===== src/rtl/fft_result_streamer.sv =====
// Drains N FFT result words from SRAM read port 1 into a valid/ready stream through a credit-checked FIFO.
// Optional macro FFT_STREAM_PARITY_EN adds o_tpar (per-32-bit-lane XOR parity, stored with each entry).
module fft_result_streamer #(
    parameter int ADDR_W = 8,
    parameter int DATA_W = 128,
    parameter int RD_LAT = 1,
    parameter int FIFO_D = 4
) (
    input  logic              clk,
    input  logic              rst,
    input  logic              i_start,
    input  logic              i_fft_done,
    input  logic [2:0]        i_point_cfg,
    input  logic [ADDR_W-1:0] i_base_addr,
    input  logic              i_hold,
    output logic              o_ren,
    output logic [ADDR_W-1:0] o_raddr,
    input  logic [DATA_W-1:0] i_rdata,
    output logic              o_tvalid,
    input  logic              i_tready,
    output logic [DATA_W-1:0] o_tdata,
    output logic              o_tlast,
    output logic              o_busy,
    output logic              o_done
`ifdef FFT_STREAM_PARITY_EN
    ,
    output logic [3:0]        o_tpar
`endif
);

    localparam int PTR_W = $clog2(FIFO_D);
    localparam int CNT_W = $clog2(FIFO_D + 1);
`ifdef FFT_STREAM_PARITY_EN
    localparam int ENT_W = DATA_W + 1 + 4;
`else
    localparam int ENT_W = DATA_W + 1;
`endif

    typedef enum logic [1:0] {IDLE, READ, DRAIN} state_t;

    state_t              state_q, state_d;
    logic [8:0]          n_q, n_d;
    logic [8:0]          issue_q, issue_d;
    logic [ADDR_W-1:0]   base_q, base_d;
    logic [RD_LAT-1:0]   vld_sr_q, vld_sr_d;
    logic [RD_LAT-1:0]   last_sr_q, last_sr_d;
    logic [PTR_W-1:0]    wr_ptr_q, wr_ptr_d, rd_ptr_q, rd_ptr_d;
    logic [CNT_W-1:0]    cnt_q, cnt_d;
    logic                done_q, done_d;
    logic [ENT_W-1:0]    mem_q [FIFO_D];
    logic [ENT_W-1:0]    entry_in, head;
    logic [CNT_W-1:0]    inflight;
    logic [CNT_W:0]      credit_sum;
    logic                credit_ok, ren, push, pop, is_last_issue;

    function automatic logic [3:0] lane_parity(input logic [DATA_W-1:0] d);
        logic [3:0] p;
        for (int k = 0; k < 4; k++) p[k] = ^d[32*k +: 32];
        return p;
    endfunction

    always_comb begin
        inflight = '0;
        for (int i = 0; i < RD_LAT; i++) inflight = inflight + CNT_W'(vld_sr_q[i]);
    end

    // Reads already in flight hold a FIFO slot, so a full pipeline can never overflow it.
    assign credit_sum    = {1'b0, cnt_q} + {1'b0, inflight};
    assign credit_ok     = credit_sum < (CNT_W+1)'(FIFO_D);
    assign is_last_issue = (issue_q == n_q - 9'd1);

    always_comb begin
        state_d = state_q;
        n_d     = n_q;
        base_d  = base_q;
        issue_d = issue_q;
        ren     = 1'b0;
        case (state_q)
            IDLE: begin
                if (i_start && i_fft_done) begin
                    state_d = READ;
                    n_d     = (i_point_cfg >= 3'd6) ? 9'd256 : (9'd4 << i_point_cfg);
                    base_d  = i_base_addr;
                    issue_d = '0;
                end
            end
            READ: begin
                ren = !i_hold && credit_ok;
                if (ren) begin
                    issue_d = issue_q + 9'd1;
                    if (is_last_issue) state_d = DRAIN;
                end
            end
            DRAIN: begin
                if (inflight == '0 && cnt_q == '0) state_d = IDLE;
            end
            default: state_d = IDLE;
        endcase
    end

    always_comb begin
        vld_sr_d     = vld_sr_q;
        last_sr_d    = last_sr_q;
        vld_sr_d[0]  = ren;
        last_sr_d[0] = is_last_issue;
        for (int i = 1; i < RD_LAT; i++) begin
            vld_sr_d[i]  = vld_sr_q[i-1];
            last_sr_d[i] = last_sr_q[i-1];
        end
    end

    assign push = vld_sr_q[RD_LAT-1];
    assign head = mem_q[rd_ptr_q];
    assign pop  = o_tvalid && i_tready;

`ifdef FFT_STREAM_PARITY_EN
    assign entry_in = {lane_parity(i_rdata), last_sr_q[RD_LAT-1], i_rdata};
    assign o_tpar   = o_tvalid ? head[DATA_W+4:DATA_W+1] : 4'h0;
`else
    assign entry_in = {last_sr_q[RD_LAT-1], i_rdata};
`endif

    always_comb begin
        wr_ptr_d = push ? wr_ptr_q + PTR_W'(1) : wr_ptr_q;
        rd_ptr_d = pop  ? rd_ptr_q + PTR_W'(1) : rd_ptr_q;
        cnt_d    = cnt_q;
        if (push && !pop)      cnt_d = cnt_q + CNT_W'(1);
        else if (pop && !push) cnt_d = cnt_q - CNT_W'(1);
        done_d   = pop && head[DATA_W];
    end

    always_ff @(posedge clk or posedge rst) begin
        if (rst) begin
            state_q  <= IDLE;
            n_q      <= '0;
            issue_q  <= '0;
            base_q   <= '0;
            vld_sr_q <= '0;
            wr_ptr_q <= '0;
            rd_ptr_q <= '0;
            cnt_q    <= '0;
            done_q   <= 1'b0;
        end else begin
            state_q  <= state_d;
            n_q      <= n_d;
            issue_q  <= issue_d;
            base_q   <= base_d;
            vld_sr_q <= vld_sr_d;
            wr_ptr_q <= wr_ptr_d;
            rd_ptr_q <= rd_ptr_d;
            cnt_q    <= cnt_d;
            done_q   <= done_d;
        end
    end

    // Payload storage is qualified by the valid shift register and FIFO count, so it needs no reset.
    always_ff @(posedge clk) begin
        last_sr_q <= last_sr_d;
        if (push) mem_q[wr_ptr_q] <= entry_in;
    end

    assign o_ren    = ren;
    assign o_raddr  = base_q + ADDR_W'(issue_q);
    assign o_tvalid = (cnt_q != '0);
    assign o_tdata  = o_tvalid ? head[DATA_W-1:0] : '0;
    assign o_tlast  = o_tvalid && head[DATA_W];
    assign o_busy   = (state_q != IDLE);
    assign o_done   = done_q;

`ifndef SYNTHESIS
    a_no_overflow: assert property (@(posedge clk) disable iff (rst)
        !(push && !pop && cnt_q == CNT_W'(FIFO_D)));
`endif

endmodule


===== config.mk =====
export PLATFORM = sky130hd
export DESIGN_NAME = fft_result_streamer
export DESIGN_NICKNAME = d
export VERILOG_FILES = /design/src/rtl/fft_result_streamer.sv
export SDC_FILE = /design/constraint.sdc
export NUM_CORES = 1
export LEC_CHECK = 0
export ABC_AREA = 1
export CORE_AREA = 2 2 204 226
export DETAILED_ROUTE_END_ITERATION = 10
export DIE_AREA = 0 0 206 228
export HOLD_SLACK_MARGIN = 0.05
export PLACE_DENSITY_LB_ADDON = 0.25
export SLEW_MARGIN = 25
export SYNTH_ARGS = -nofsm -noshare
export SYNTH_HDL_FRONTEND = slang
export SYNTH_SLANG_ARGS = --single-unit

===== constraint.sdc =====
create_clock -name clk -period 6.8 [get_ports clk]
set_input_delay 1.02 -clock clk [delete_from_list [all_inputs] [get_ports clk]]
set_output_delay 1.02 -clock clk [all_outputs]
set_load 0.05 [all_outputs]

-- Word level (Yosys, flattened, before mapping)
Memories as Yosys holds them, arrays and structs flattened.
Cells that the tools add are included.
- memories kept: 1
- input bits: 145
- bits in writable memories: 516
- register bits: 38
- output and inout port bits: 141
- magnitude comparators: 2
- muxes and demuxes: 15
- $add $sub $neg: 8
- reductions and logical operators: 21
- shift-type cells: 1
- eq/ne operators: 7
- memory list (memory ; words ; bits a word ; rd ports ; clocked after memory_dff ; wr ports ; line ; source):
    mem_q ; 4 ; 129 ; 1 ; 0 ; 1 ; 50 ; logic [ENT_W-1:0] mem_q [FIFO_D];
- operators with widths (cell ; count):
    2-to-1 mux 128 bit ; 1
    2-to-1 mux 9 bit ; 3
    case mux 9 bit (2 select lines) ; 1
    adder 9 x 1 -> 9 bit (second input constant) ; 1
    == test 9 bit ; 1
    << shifter 3 x 3 -> 9 bit (first input constant) ; 1
    subtractor 9 x 1 -> 9 bit (second input constant) ; 1
    adder 8 bit ; 1
    logical AND 1 bit ; 8
    2-to-1 mux 2 bit ; 4
    != test 2 bit (second input constant) ; 4
    zero test 3 bit ; 2
    2-to-1 mux 3 bit ; 2
    case mux 2 bit (3 select lines) ; 1
    nonzero test 2 bit ; 3
    adder 2 x 1 -> 2 bit (second input constant) ; 2
    adder 3 x 1 -> 4 bit ; 1
    < comparator 4 x 3 -> 1 bit (second input constant) ; 1
    AND reduction 4 bit ; 1
    adder 3 x 1 -> 3 bit (second input constant) ; 1
    >= comparator 3 bit (second input constant) ; 1
    zero test 1 bit ; 3
    2-to-1 mux 1 bit ; 3
    AND reduction 3 bit ; 1
    6 further kinds ; 6

-- Longest topological paths before layout
- depth in word-level cells: 5
- depth in mapped cells: 12
- mapped depth without buffers: 12

-- Least setup slack after synthesis
No wires, ideal clock.
- kind: register to register
- start: reg wr_ptr_q[0]
- end: mem mem_q[2][0] (netlist bit) (enable)
- setup time: 0.482 ns
- data required time: 6.318 ns
- arrival: 3.139 ns
- setup slack: 3.179 ns
- stages on the path, launching flop included: 5
- cells stage by stage: dfrtp_1 > inv_1 > ha_1 > nand2_1 > inv_1
- RTL lines (element ; line ; source):
    from (decl) ; 47 ; logic [PTR_W-1:0] wr_ptr_q, wr_ptr_d, rd_ptr_q, rd_ptr_d;
    from (signal assigned) ; 149 ; wr_ptr_q <= wr_ptr_d;
    to (decl) ; 50 ;
No word-level cell before the write port.

-- Final worst setup path
- start: reg rd_ptr_q[0]
- end: out o_tdata[98]
- word-level cells in the longest chain between the ends: 2
- RTL lines (element ; line ; source):
    from (decl) ; 47 ;
    from (signal assigned) ; 150 ; rd_ptr_q <= rd_ptr_d;
    memory read (4 x 129 bit) ; - ;
    2-to-1 mux 128 bit ; 165 ; assign o_tdata = o_tvalid ? head[DATA_W-1:0] : '0;
    to (decl) ; 21 ; output logic [DATA_W-1:0] o_tdata,
No other way between the ends.

==> reports/metrics.cfg <==
[global_routing]
grt_pass1_wl_um=77300
grt_antenna_before_repair=9
grtUsageMet1_pct=28.4
met2_usage_pct=35.0
grt_use_total_pct=21.3
busiest_layer=met2
overflow=0
grt_use_met3_pct=5.00
grt_pass1_vias=14041
grt_max_degree=216

[final_layout]
fin_nets=2203
drive_gt1_share_pct=5.18
syn_to_final_growth_pct=21.7

[sta]
hold_viol=0
timing.hold.ws_ns=0.488
slew_violations=0
relSlewSlack_pct=18.0
fin_tns_setup_ns=0
setup_viol=0
fmax_mhz=200
worst_slack_ns=1.81
min_period_over_period_pct=73.4
final.setup_skew_ns=0.0240
worstMarginPinSlew_ns=1.23
period_needed_ns=4.99
grt_setup_unrepaired=false

[floorplanning]
rows=82
start_util_pct=49.2
core_um2=44900
dieWidth_um=206
ios=286
die_area_um2=47000
die_y_um=228

[clocking]
post_cts_resized=0
cts_tree=built
path_clk_slew_ns=0.06
cts-root-buf=clkbuf_16
clockBufferDepth=3
cts.sinks=552
htreeDepth=2
cts_setup_buffers=0
insertion_delay_ns=0.59
holdBufCountCts=0
cts_buffers=53

[drt]
drtPass1Iterations=5
route.detailed.drc=0
wl_um=50200
vias=14219
ant_nets=0
post_drt_wl_per_cell_um=18.7
drtIter0Drc=940
viasPerCell=5.31

[critical_path]
cp-end-kind=primary output
rr_worst_depth=10
required_ns=5.78
arrival_ns=3.97
critical_path_class=flop to primary output
path_max_fanout=215
cp-start-kind=flop

[hold_path]
min_path_cells=2
worstHoldPathType=flop to flop

[placed_design]
portBuffers=285
globalplace.congestion=0.793
place_ws_ns=2.42
hpwl_um=27000

[synthesis]
ys_seq_area_share_pct=74.1
synth_top_area_share_pct=70.0
synth_cells=1795
syn_nets=1956
yosysUniqueCellTypes=39
synth_area_leaders=edfxtp_1, nor2_1, dfrtp_1
ys_ff_latch=552
syn_avg_cell_area_um2=12.3
synth.cell_area_um2=22100
synth_area_leader_cell=edfxtp_1
synth.yosys.warnings=0

[pwr]
p_total_mw=14.4
pwr_density_cell_nw_per_um2=534
leakage_nw=9.20
ir_drop_mv=0.409

[flow_run]
maxCapViolations=0

[status]
status=complete, no violations

[report_power, final]
group,internal (mW),switching (mW)
clock network,1.55,1.20
registers,4.25,0.279
logic,2.12,4.98
total,7.92,6.45
[Yosys cell counts (all sizes together)]
cell and count:
inv 45, dfrtp 35, nor3 4, xor2 9, o211ai 2, nor4 1
and2 1, o22ai 1, fa 2, xnor2 4, nand2 68, nand3b 1
edfxtp 516, nor3b 1, nor2 538, o21ai 277, mux2 1, o31ai 1
nand3 15, ha 14, dfxtp 1, nand4 12, a21oi 140, buf 80
o21bai 1, clkbuf 25
[worst paths after layout]
path | endpoint | start | slack (ns)
worst max-delay path | o_tdata[98] | rd_ptr_q[0] | 1.81
min in group asynchronous | n_q[4] | rst | 0.85
worst max register to register | cnt_q[2] | cnt_q[0] | 3.99
max in group asynchronous | rd_ptr_q[1] | rst | 5.59
worst min register to register | base_q[0] | base_q[0] | 0.49
worst min-delay path | base_q[0] | base_q[0] | 0.49
[cells by family after synthesis]
group	synth area share, %
xor+xnor	0.515
compound gates	9.60
simple gates	11.4
mux	0.0509
fa+ha+maj	0.973
flops	74.1
buf+inv	3.38
[state kept, by name (all words and copies together), names as in the netlist, 2 cells and up]
signal    flops
rd_ptr_q      2
n_q           7
state_q       2
wr_ptr_q      2
cnt_q         3
issue_q       9
mem_q       516
base_q        8
[cell usage in the layout (no fill, tap or decap), drive strengths merged, types with 12 or more instances in the layout]
master,synthesis,final
a21oi,140,140
buf,80,12
clkbuf,25,68
clkdlybuf4s50,0,285
clkinv,0,27
dfrtp,35,35
edfxtp,516,516
ha,14,14
inv,45,46
nand2,68,68
nand3,15,15
nand4,12,12
nor2,538,538
o21ai,277,277
[stage by stage]
| stage | instance area, µm² | cells | utilization [%] |
|---|---|---|---|
| after floorplan | 22100 | 1795 | - |
| after global placement | 25300 | 2575 | 56.3 |
| after detailed placement | 25300 | 2575 | 56.3 |
| after CTS | 26900 | 2673 | 59.9 |
| after global routing | 26900 | 2676 | 59.9 |
| final | 26900 | 2677 | 59.9 |
[area by class of cell]
cell class                 count  area, µm²
clock buffer                  68       1430
tap                          588        736
timing repair buffer         297       2980
antenna                        4       10.0
multi-input combinational   1093       4990
clock inverter                30        188
sequential                   552      16400
fill                        3565      18000
inverter                      45        199
[worst max-delay path, stage by stage, from the launching register on]
cell	delay (ns)
dfrtp_4	0.80
buf_12	0.65
nor2_1	0.13
nor2_1	0.16
o21ai_1	0.10
a21oi_1	0.29
clkdlybuf4s50_1	0.86
[per-layer routing]
metal	up-vias	wire, µm	part of all wire, %
li1	6821	-	-
met5	-	65	0.13
met3	83	3770	7.5
met4	10	1200	2.4
met1	6877	20900	42
met2	428	24200	48
(Power assumes the default switching activity.)
